[src/rtl/dmem_arbiter.sv]
// -----------------------------------------------------------------------------
// dmem_arbiter
//
// Shares the single read/write port of the 256 x 16-bit dual-domain data
// memory between the core load/store path (port C) and a host/debug loader
// (port H). Each word is {Domain1[15:8], Domain2[7:0]} and always moves as a
// complete 16-bit pair. The arbiter never splits or modifies it.
//
// The core normally has priority. If H is denied MAX_WAIT cycles in a row,
// the arbiter enters HOST_URGENT for one cycle, and H wins that cycle.
//
// Ports
//   clk, rst_n                  clock and synchronous active-low reset
//   c_req/c_we/c_addr/c_wdata   core request: level, store/load, address, data
//   c_gnt                       core granted this cycle (combinational)
//   c_rvalid/c_rdata            core load result, one cycle after the grant
//   h_req/h_we/h_addr/h_wdata   host request (same meaning as the core inputs)
//   h_gnt                       host granted this cycle (combinational)
//   h_rvalid/h_rdata            host load result, one cycle after the grant
//   mem_rd_addr/mem_wr_addr     memory addresses, both driven by the winner
//   mem_wr_data/mem_store       memory write data and write enable
//   mem_rd_data                 combinational read data from the memory
// -----------------------------------------------------------------------------
module dmem_arbiter #(
  parameter int unsigned MAX_WAIT = 4  // legal 1..15
) (
  input  logic        clk,
  input  logic        rst_n,
  input  logic        c_req,
  input  logic        c_we,
  input  logic [7:0]  c_addr,
  input  logic [15:0] c_wdata,
  output logic        c_gnt,
  output logic        c_rvalid,
  output logic [15:0] c_rdata,
  input  logic        h_req,
  input  logic        h_we,
  input  logic [7:0]  h_addr,
  input  logic [15:0] h_wdata,
  output logic        h_gnt,
  output logic        h_rvalid,
  output logic [15:0] h_rdata,
  output logic [7:0]  mem_rd_addr,
  output logic [7:0]  mem_wr_addr,
  output logic [15:0] mem_wr_data,
  output logic        mem_store,
  input  logic [15:0] mem_rd_data
);

  typedef enum logic [0:0] {
    NORMAL      = 1'b0,
    HOST_URGENT = 1'b1
  } state_t;

  localparam logic [3:0] MAX_WAIT_CNT = 4'(MAX_WAIT);

  state_t      state;
  logic [3:0]  wait_cnt;
  logic [3:0]  wait_nxt;
  logic [7:0]  win_addr;

  // Grants depend on the current requests, so the winner can access the
  // memory in the same cycle that it requests.
  always_comb begin
    // NOTE: every signal written here gets a default first. Without the
    // defaults, a path that skips an assignment would infer a latch.
    c_gnt = 1'b0;
    h_gnt = 1'b0;
    if (rst_n) begin
      if (state == HOST_URGENT) begin
        h_gnt = h_req;
        c_gnt = c_req && !h_req;
      end else begin
        c_gnt = c_req;
        h_gnt = h_req && !c_req;
      end
    end
  end

  // Winner mux. The bus is all zeros when nobody is granted, so an idle
  // cycle never presents stale address or data to the memory.
  always_comb begin
    win_addr    = 8'h00;
    mem_wr_data = 16'h0000;
    mem_store   = 1'b0;
    if (h_gnt) begin
      win_addr    = h_addr;
      mem_wr_data = h_wdata;
      mem_store   = h_we;
    end else if (c_gnt) begin
      win_addr    = c_addr;
      mem_wr_data = c_wdata;
      mem_store   = c_we;
    end
  end

  assign mem_rd_addr = win_addr;
  assign mem_wr_addr = win_addr;

  // Count consecutive cycles in which H is asking and losing.
  assign wait_nxt = (h_req && !h_gnt) ? wait_cnt + 4'd1 : 4'd0;

  always_ff @(posedge clk) begin
    // NOTE: all state here uses non-blocking assignments. Every register
    // therefore samples values from before the edge, whatever the order of
    // the statements.
    if (!rst_n) begin
      state    <= NORMAL;
      wait_cnt <= 4'd0;
      c_rvalid <= 1'b0;
      h_rvalid <= 1'b0;
      // NOTE: the read-data holding registers are reset so that a port
      // reads 0 until its first load. The 256-word array is outside this
      // block and is not touched by reset.
      c_rdata  <= 16'h0000;
      h_rdata  <= 16'h0000;
    end else begin
      wait_cnt <= wait_nxt;

      case (state)
        NORMAL:      if (wait_nxt == MAX_WAIT_CNT) state <= HOST_URGENT;
        HOST_URGENT: if (h_gnt || !h_req)          state <= NORMAL;
        default:                                   state <= NORMAL;
      endcase

      // A load captures the memory's combinational read data on the grant
      // edge. A store commits on the same edge, so a following load to the
      // same address returns the new data.
      c_rvalid <= c_gnt && !c_we;
      h_rvalid <= h_gnt && !h_we;
      if (c_gnt && !c_we) c_rdata <= mem_rd_data;
      if (h_gnt && !h_we) h_rdata <= mem_rd_data;
    end
  end

endmodule
[config.mk]
export PLATFORM = sky130hd
export DESIGN_NAME = dmem_arbiter
export DESIGN_NICKNAME = d
export VERILOG_FILES = /design/src/rtl/dmem_arbiter.sv
export SDC_FILE = /design/constraint.sdc
export NUM_CORES = 1
export LEC_CHECK = 0
export CAP_MARGIN = 20
export CELL_PAD_IN_SITES_DETAIL_PLACEMENT = 0
export CELL_PAD_IN_SITES_GLOBAL_PLACEMENT = 1
export CORE_MARGIN = 2
export CORE_UTILIZATION = 21
export DETAILED_ROUTE_END_ITERATION = 16
export PLACE_DENSITY = 0.77
export SYNTH_ARGS = -nofsm -noshare
export SYNTH_HDL_FRONTEND = slang
export SYNTH_SLANG_ARGS = --single-unit
[constraint.sdc]
create_clock -name clk -period 1.5 [get_ports clk]
set_input_delay 0.3 -clock clk [delete_from_list [all_inputs] [get_ports clk]]
set_output_delay 0.3 -clock clk [all_outputs]
set_load 0.05 [all_outputs]
# ---- After elaboration in Yosys (flattened, before gate mapping)
# Cells that the tools add are included.
dict set report op_classes {
  addsub 1
  n_mux 14
  n_reduce_logical 11
  bitwise_logic 1
  n_eq_ne 1
}
# op count
set ops {}
lappend ops {{16-bit 2-to-1 mux} 2}
lappend ops {{8-bit 2-to-1 mux} 2}
lappend ops {{1-bit 2-to-1 mux} 8}
lappend ops {{1-bit logical AND} 5}
lappend ops {{1-bit zero test} 5}
lappend ops {{4-bit by 1-bit adder with 4-bit output, second input constant} 1}
lappend ops {{4-bit by 3-bit == test with 1-bit output, second input constant} 1}
lappend ops {{4-bit 2-to-1 mux} 1}
lappend ops {{1-bit case mux with 2 select lines} 1}
lappend ops {{1-bit logical OR} 1}
lappend ops {{1-bit NOT} 1}
dict set report totals {
  regBits 39
  out_inout_bits 69
  wordCells 34
  input_bits 70
}

# ---- Logic depth before layout (Yosys ltp)
dict set report logic_depth {
  depth_word 10
  mapped_depth 6
  ltp_nobuf 4
}

# ---- Least setup slack after synthesis
# OpenSTA, ideal clock, no wires.
dict set report synth_timing {
  path_type {input-to-output}
  from {input port rst_n}
  to {output port mem_wr_addr[0]}
  path_slack_ps -491
  arrival_ps 1691
  stages 6
  required_time_ps 1200
  path_cell_list {buf_4 > nand2_1 > a21oi_2 > buf_2 > a22o_1 > buf_4}
}
dict set report synth_via {
  elab_chain_cells 3
  elab_cells_between_ends 4
  classes_between {mux (4)}
}
# item line
set synth_lines {}
lappend synth_lines {{from (decl)} 28} ;# input logic rst_n,
lappend synth_lines {{1-bit 2-to-1 mux} 69} ;# if (rst_n) begin
lappend synth_lines {{8-bit 2-to-1 mux} 90} ;# end else if (c_gnt) begin
lappend synth_lines {{8-bit 2-to-1 mux *} 86} ;# if (h_gnt) begin
lappend synth_lines {{to (decl)} 44} ;# output logic [7:0] mem_wr_addr,
# Mark *: on every way between the ends. The rest lies on a longest branch, timed or not.

# ---- Final worst setup path
dict set report layout_timing {
  from {register state}
  to {output port mem_wr_data[12]}
}
dict set report layout_via {
  elab_chain_cells 4
  elab_cells_between_ends 6
  classes_between {mux (6)}
}
# item line
set layout_lines {}
lappend layout_lines {{from (decl)} 57} ;# state_t state;
lappend layout_lines {{from (signal assigned)} 108} ;# state <= NORMAL;
lappend layout_lines {{from (signal assigned)} 121} ;# NORMAL: if (wait_nxt == MAX_WAIT_CNT) state <= HOST_URGENT;
lappend layout_lines {{from (signal assigned)} 122} ;# HOST_URGENT: if (h_gnt || !h_req) state <= NORMAL;
lappend layout_lines {{1-bit 2-to-1 mux} 70} ;# if (state == HOST_URGENT) begin
lappend layout_lines {{1-bit 2-to-1 mux} 69}
lappend layout_lines {{16-bit 2-to-1 mux} 90}
lappend layout_lines {{16-bit 2-to-1 mux *} 86}
lappend layout_lines {{to (decl)} 45} ;# output logic [15:0] mem_wr_data,
# Marks and branches as above.

==> run metrics <==
half-perimeter wire length of the detailed placement result=roughly 5.4 mm; count of cells along the worst hold path=1; endpoint kind of the worst setup timing path=output port; number of synthesized flops with an enable pin=0; cts-stage hold buffer count=0; GRT Total Usage=between 10% and 20%; leakage power of the design=0.00192 uW; mean cell area of the mapped netlist=between 9 and 10 sq um; CTS Buffer Depth=2; row cnt=33; wire length of the first global-routing pass=between 10 and 15 mm; via count=between 1.5k and 2k; maximum fanout along the worst path=8; RSZ-0062 raised after global routing=yes; CTS HTree Levels=2; top cell types by occurrence after synthesis=51 x nand2_1, 39 x dfxtp_1, 32 x mux2i_1, 25 x a22o_1, 10 x buf_4; critical path depth=6; worst slew margin relative to its limit=about two thirds; P per Cell Area=roughly 650 nW/um^2; min setup slack post-route=-0.293 ns; count of buffer and inverter cells on the critical path=4; detailed router's first-iteration violation count=21; number of unique standard cell types used by synthesis=23; pin count of the biggest net entering global routing=50; vias per inst=around 4.5; number of placed instances, taps included=427; most common cell in the netlist=nand2_1; sequential element share of the synthesized area=a little over two fifths; proportion of netlist area held by the largest area contributor=43.3%; chip width=96.7 um; Final Cycle Share=120%; highest-delay cell along the critical path=dfxtp_4; floorplan die height=approximately 97 um; post-detailed-route wirelength per cell=16.1 um; Clock Skews=between 0.005 and 0.006 ns; power dissipated by switching net loads=about 900 uW; Final Hold Fails=0; filler cell count=between 600 and 700; Tightest Pin Transition=about 0.48 ns; TritonCTS clock tree=yes; signed area change from the synthesized netlist to the final layout=150%; number of nets in the finished design=approximately 410; internal power=about 2000 uW; initial antenna violation count=0; post-synthesis register bit count=39; kind of cell with the highest combined delay on the critical path=buffers and inverters; source-to-sink clock delay at the later pin of the worst-skew pair=0.28 ns; total overflow reported by the global router=0; final worst path period need=1.79 ns; routability-driven placement congestion ratio=approximately 0.83; cell-by-cell trace of the critical path=inv_4 > a21oi_4 > buf_4 > buf_12 > a22o_1 > buf_12; Post-Synthesis Cells=190; warning count from the yosys run=0; number of max-cap violations=0; cell at the root of the clock tree=clkbuf_8; startpoint types=flip-flop; area taken by flip-flops and latches=around 780 sq um; arrival time of data at the critical path endpoint=1.49 ns; leading register cell type out of synthesis=dfxtp_1; share of flip-flops with an asynchronous set or reset=0%; max incr delay on CP=approximately 0.4 ns; area of the die=roughly 9300 sq um; remaining routing DRC violations=0; critical path type=reg -> out; clock slew at reported path FFs=roughly 0.070 ns; classification of the worst-slack hold path=reg -> reg; final setup violating endpoints=35; post-synthesis cell area=between 1500 and 2000 sq um; top cells by area, synth=dfxtp_1 43%, mux2i_1 18%, a22o_1 12%; Core Area=~8300 sq um; library cell with the largest summed area after synthesis=dfxtp_1; required time of the worst setup path=about 1.2 ns; number of sinks on the clock net=39; switching portion of total power=slightly above 30%; Max rail drop VDD=just over 0.0004 V; net count of the mapped netlist=roughly 260; final number of max-transition violations=0; status=finished with violations; wirelength, routed=between 7 and 8 mm; utilization of the core after routing=between 50% and 60%; detailed-routing iteration count for the pre-antenna-repair pass=4; count of inserted antenna diode cells=0; Final Instance Count excl. Fillers=about 450; count of nets left with antenna violations after detail routing=0; critical path's most frequent cell=buf_12; worst reg2reg path depth=4; cts bufs inserted=5; layout cell share with drive strength beyond 1=approximately 39%; multi-input logic area=about 1100 sq um; effective utilization at floorplan=a little over a fifth; part of the power in registers=about 37%; achievable clock frequency=between 500 and 600 MHz; violated checks=negative setup slack; vias in the first global route=a little over 2k; clock power share=~23%; number of placed I/O pins=~140; power share of the combinational group=~40%; number of port buffers=between 100 and 150
routing by layer:
| layer | vias to the layer above | wire length (um) | global-route usage, % |
|---|---|---|---|
| met3 | 8 | 648 | 5.64 |
| met5 | - | 0 | 0 |
| li1 | 947 | - | - |
| met4 | 0 | 85 | 3.14 |
| met1 | 928 | 2950 | 19.3 |
| met2 | 102 | 3480 | 25.3 |
worst register-to-register path, cell delays in order, from the launching register on:
cell and delay [ns]:
dfxtp_4 0.38, buf_4 0.15, a211oi_4 0.29, buf_12 0.22
mux2i_1 0.21
flip-flops by register name (all words and copies together), names as in the netlist:
register  count
c_rvalid      1
state         1
h_rdata      16
h_rvalid      1
wait_cnt      4
c_rdata      16
final cells by class:
class,count,share of cell area [%]
Sequential cell,39,17.4
Multi-Input combinational cell,125,24.3
Clock buffer,7,1.69
Tap cell,105,2.92
Timing Repair Buffer,165,53.3
Inverter,4,0.389
kinds of logic (layout without fill, tap and decap cells):
logic type / Yosys count / after routing / synth area share [%]
XOR/XNOR: 3 / 3 / 1.46
AO/OA/AOI/OAI: 30 / 30 / 14.4
adder cells (fa/ha/maj): 1 / 1 / 0.693
AND/OR/NAND/NOR: 59 / 59 / 12.8
buffers and inverters: 26 / 176 / 9.64
flip-flops: 39 / 39 / 43.3
multiplexers: 32 / 32 / 17.8
power by group through the flow:
stage          Sequential [uW]  Combinational [uW]  Clock (uW)
6_report                  1090                1160         661
5_1_grt                   1090                1200         741
4_1_cts                   1090                1160         696
3_5_place_dp              1110                1100           0
3_3_place_gp              1110                1100           0
2_1_floorplan             1190                 431           0
worst paths after layout:
path	startpoint	end	slack [ns]
setup / recovery	state$_SDFF_PN0_	mem_wr_data[12]	-0.29
hold / removal	wait_cnt[0]$_SDFF_PN0_	wait_cnt[0]$_SDFF_PN0_	0.47
setup reg to reg	state$_SDFF_PN0_	c_rdata[7]$_SDFFE_PN0P_	0.18
hold reg to reg	wait_cnt[0]$_SDFF_PN0_	wait_cnt[0]$_SDFF_PN0_	0.47
per-stage QoR:
step	power [uW]	setup TNS [ns]	instance area (sq um)	worst slack (ns)	hold WS [ns]
finish	2910	-9.41	4510	-0.293	0.467
global route	3030	-10.83	4510	-0.335	0.509
CTS	2950	-9.31	4500	-0.290	0.470
global placement	2210	-25.23	4190	-0.450	0.447
detailed placement	2210	-26.82	4190	-0.503	0.452
floorplan	1620	-0.275	2060	-0.0342	0.430
cells in the final DEF, fill, tap and decap left out, types with 2 or more instances in the layout:
cell,count
buf_12,73
clkdlybuf4s50_1,66
nand2_1,49
dfxtp_1,38
mux2i_1,32
a22o_4,23
buf_4,16
clkbuf_8,5
nor2_1,4
inv_1,3
buf_16,3
nand2_4,2
a21oi_4,2
a22o_1,2
xnor2_1,2
clkbuf_1,2
buf_8,2
buf_6,2
repair_timing:
item | CTS | global route
gates resized for setup | 21 | 1
pin swaps | 12 | 0
setup buffers | 8 | 0
cloned | 3 | 0
setup endpoints to repair | 67 | 35
(Power assumes the default switching activity.)
==> edit, RTL diff (same flow settings) <==
Reset style: asynchronous (`rst_n`), changed in one clocked block. Comments in the files are not updated.
--- a/src/rtl/dmem_arbiter.sv
+++ b/src/rtl/dmem_arbiter.sv
@@ -101,5 +101,5 @@
   assign wait_nxt = (h_req && !h_gnt) ? wait_cnt + 4'd1 : 4'd0;
 
-  always_ff @(posedge clk) begin
+  always_ff @(posedge clk or negedge rst_n) begin
     // NOTE: all state here uses non-blocking assignments. Every register
     // therefore samples values from before the edge, whatever the order of
Behaviour: differs if rst_n is asserted again (counterexample within 4 cycles, from zero or initial values and one cycle with rst_n low); with rst_n held inactive, the same outputs for 10 cycles.
==> edit against the unedited design <==
The flow still finishes with violations (setup timing); cell area increased by 4.1%; area after synthesis increased by 3.1%; register-to-register slack got worse by 0.40 ns; wire length down 6.0%; setup slack lost 0.18 ns; utilization fell by 0.26 points; synthesized cell count is 29% lower; die area up 2.9%; count of clock-buffer cells in the layout decreased by 1; global-route usage is 1.2 points lower; sequential cell count unchanged; critical path type unchanged.
Power is not compared: it rests on default switching activity, and its combinational part moved more than twofold at a synthesized area within 25%.
==> edit: results (changes against the unedited design) <==
Run status
  – Status: finished, violations left (unchanged)
  – Failing checks: setup timing (unchanged)

Global route
  – Met1 Use GR: 0.153 (was 0.193)
  – Vias in the first global route: 1994 (was 2060)
  – GRT met3 Usage: 0.0565 (was 0.0564)
  – All-Layer GR Usage: 0.141 (was 0.153)
  – First-pass GRT wire length: 10600 um (was 11700 um)

Finish
  – P&R area growth vs syn: 152% (was 150%)
  – Fillers: 690 (was 676)
  – Layout Cells excl Fill: 399 (was 445)
  – Share of layout cells above drive strength 1: 0.595 (was 0.391)

Routing
  – Vias per inst: 4.45 (was 4.46)
  – WL met1: 2480 um (was 2950 um)
  – Initial drt markers: 19 (was 21)
  – WL met2: 3460 um (was 3480 um)

Synth
  – Syn Nets: 206 (was 261)
  – Adder-cell share of the synthesized area: 0.00673 (was 0.00693)
  – Synth Area in Compound Gates: 0.126 (was 0.144)
  – Syn Inst Count: 135 (was 190)
  – Netlist cell types: 29 (was 23)
  – Commonest cells post-synth: dfrtp_1, a22o_1, mux2_2, buf_4, mux2_4 (was nand2_1, dfxtp_1, mux2i_1, a22o_1, buf_4)
  – Ranking of synthesized cells by area: dfrtp_1, mux2_2, a22o_1 (was dfxtp_1, mux2i_1, a22o_1)

Critical path
  – Slowest-stage cell, CP: dfrtp_1 (was dfxtp_4)
  – Critical path data arrival time: 1.67 ns (was 1.49 ns)
  – CP Max Fanout: 6 (was 8)

Timing
  – Final setup fails: 67 (was 35)
  – Clk_skew: 0.00493 ns (was 0.00506 ns)
  – Post-route setup slack: -0.468 ns (was -0.293 ns)

Placement
  – DP Wirelength: 4840 um (was 5350 um)
  – Area after DPL: 4220 sq um (was 4190 sq um)
  – Placed Cells: 376 (was 427)
==> edit: changes by cell type in the layout (fill, tap and decap cells not counted), moves of 3 or more <==
| cell | change |
|---|---|
| dfxtp_1 | -38 |
| mux2i_1 | -32 |
| a22o_2 | +7 |
| buf_6 | +3 |
| a22o_4 | -6 |
| nand2_1 | -49 |
| buf_4 | -7 |
| mux2_4 | +18 |
| dfrtp_1 | +39 |
| nor2_1 | -4 |
| mux2_2 | +14 |
==> edit: power by group through the flow <==
stage / clock network [W] / registers, W / logic [W]
global route: 0.000971 / 0.00146 / 0.00267
global placement: 0 / 0.00145 / 0.00248
floorplan: 0 / 0.00199 / 0.000584
detailed placement: 0 / 0.00146 / 0.00250
CTS: 0.000932 / 0.00144 / 0.00259
finish: 0.000901 / 0.00144 / 0.00259
==> edit: repair_timing <==
action,CTS,global route
hold endpoints to repair,5,0
buffers inserted,4,3
hold buffers,1,0
pin swaps,1,1
gates resized for setup,24,10
setup endpoints to repair,69,69
cloned,7,1
==> edit: area by class of cell <==
class | instances | area share
multi-input combinational | 74 | 0.207
clock buffer | 6 | 0.0176
timing repair inverter | 2 | 0.00587
timing repair buffer | 163 | 0.518
clock inverter | 2 | 0.00747
tap | 108 | 0.0288
sequential | 39 | 0.208
inverter | 5 | 0.00720
==> edit: worst paths after layout <==
check                            startpoint              to  slack (ns)  depth (start not counted)
worst min register to register  wait_cnt[0]     wait_cnt[0]        0.55                          2
max in group asynchronous             rst_n     wait_cnt[2]        0.75                          3
worst min-delay path                  rst_n      c_rdata[9]        0.20                          3
worst max-delay path                  state  mem_wr_addr[5]       -0.47                          6
worst max register to register        state     h_rdata[14]       -0.22                          6
min in group clk                      rst_n           state        0.35                          3
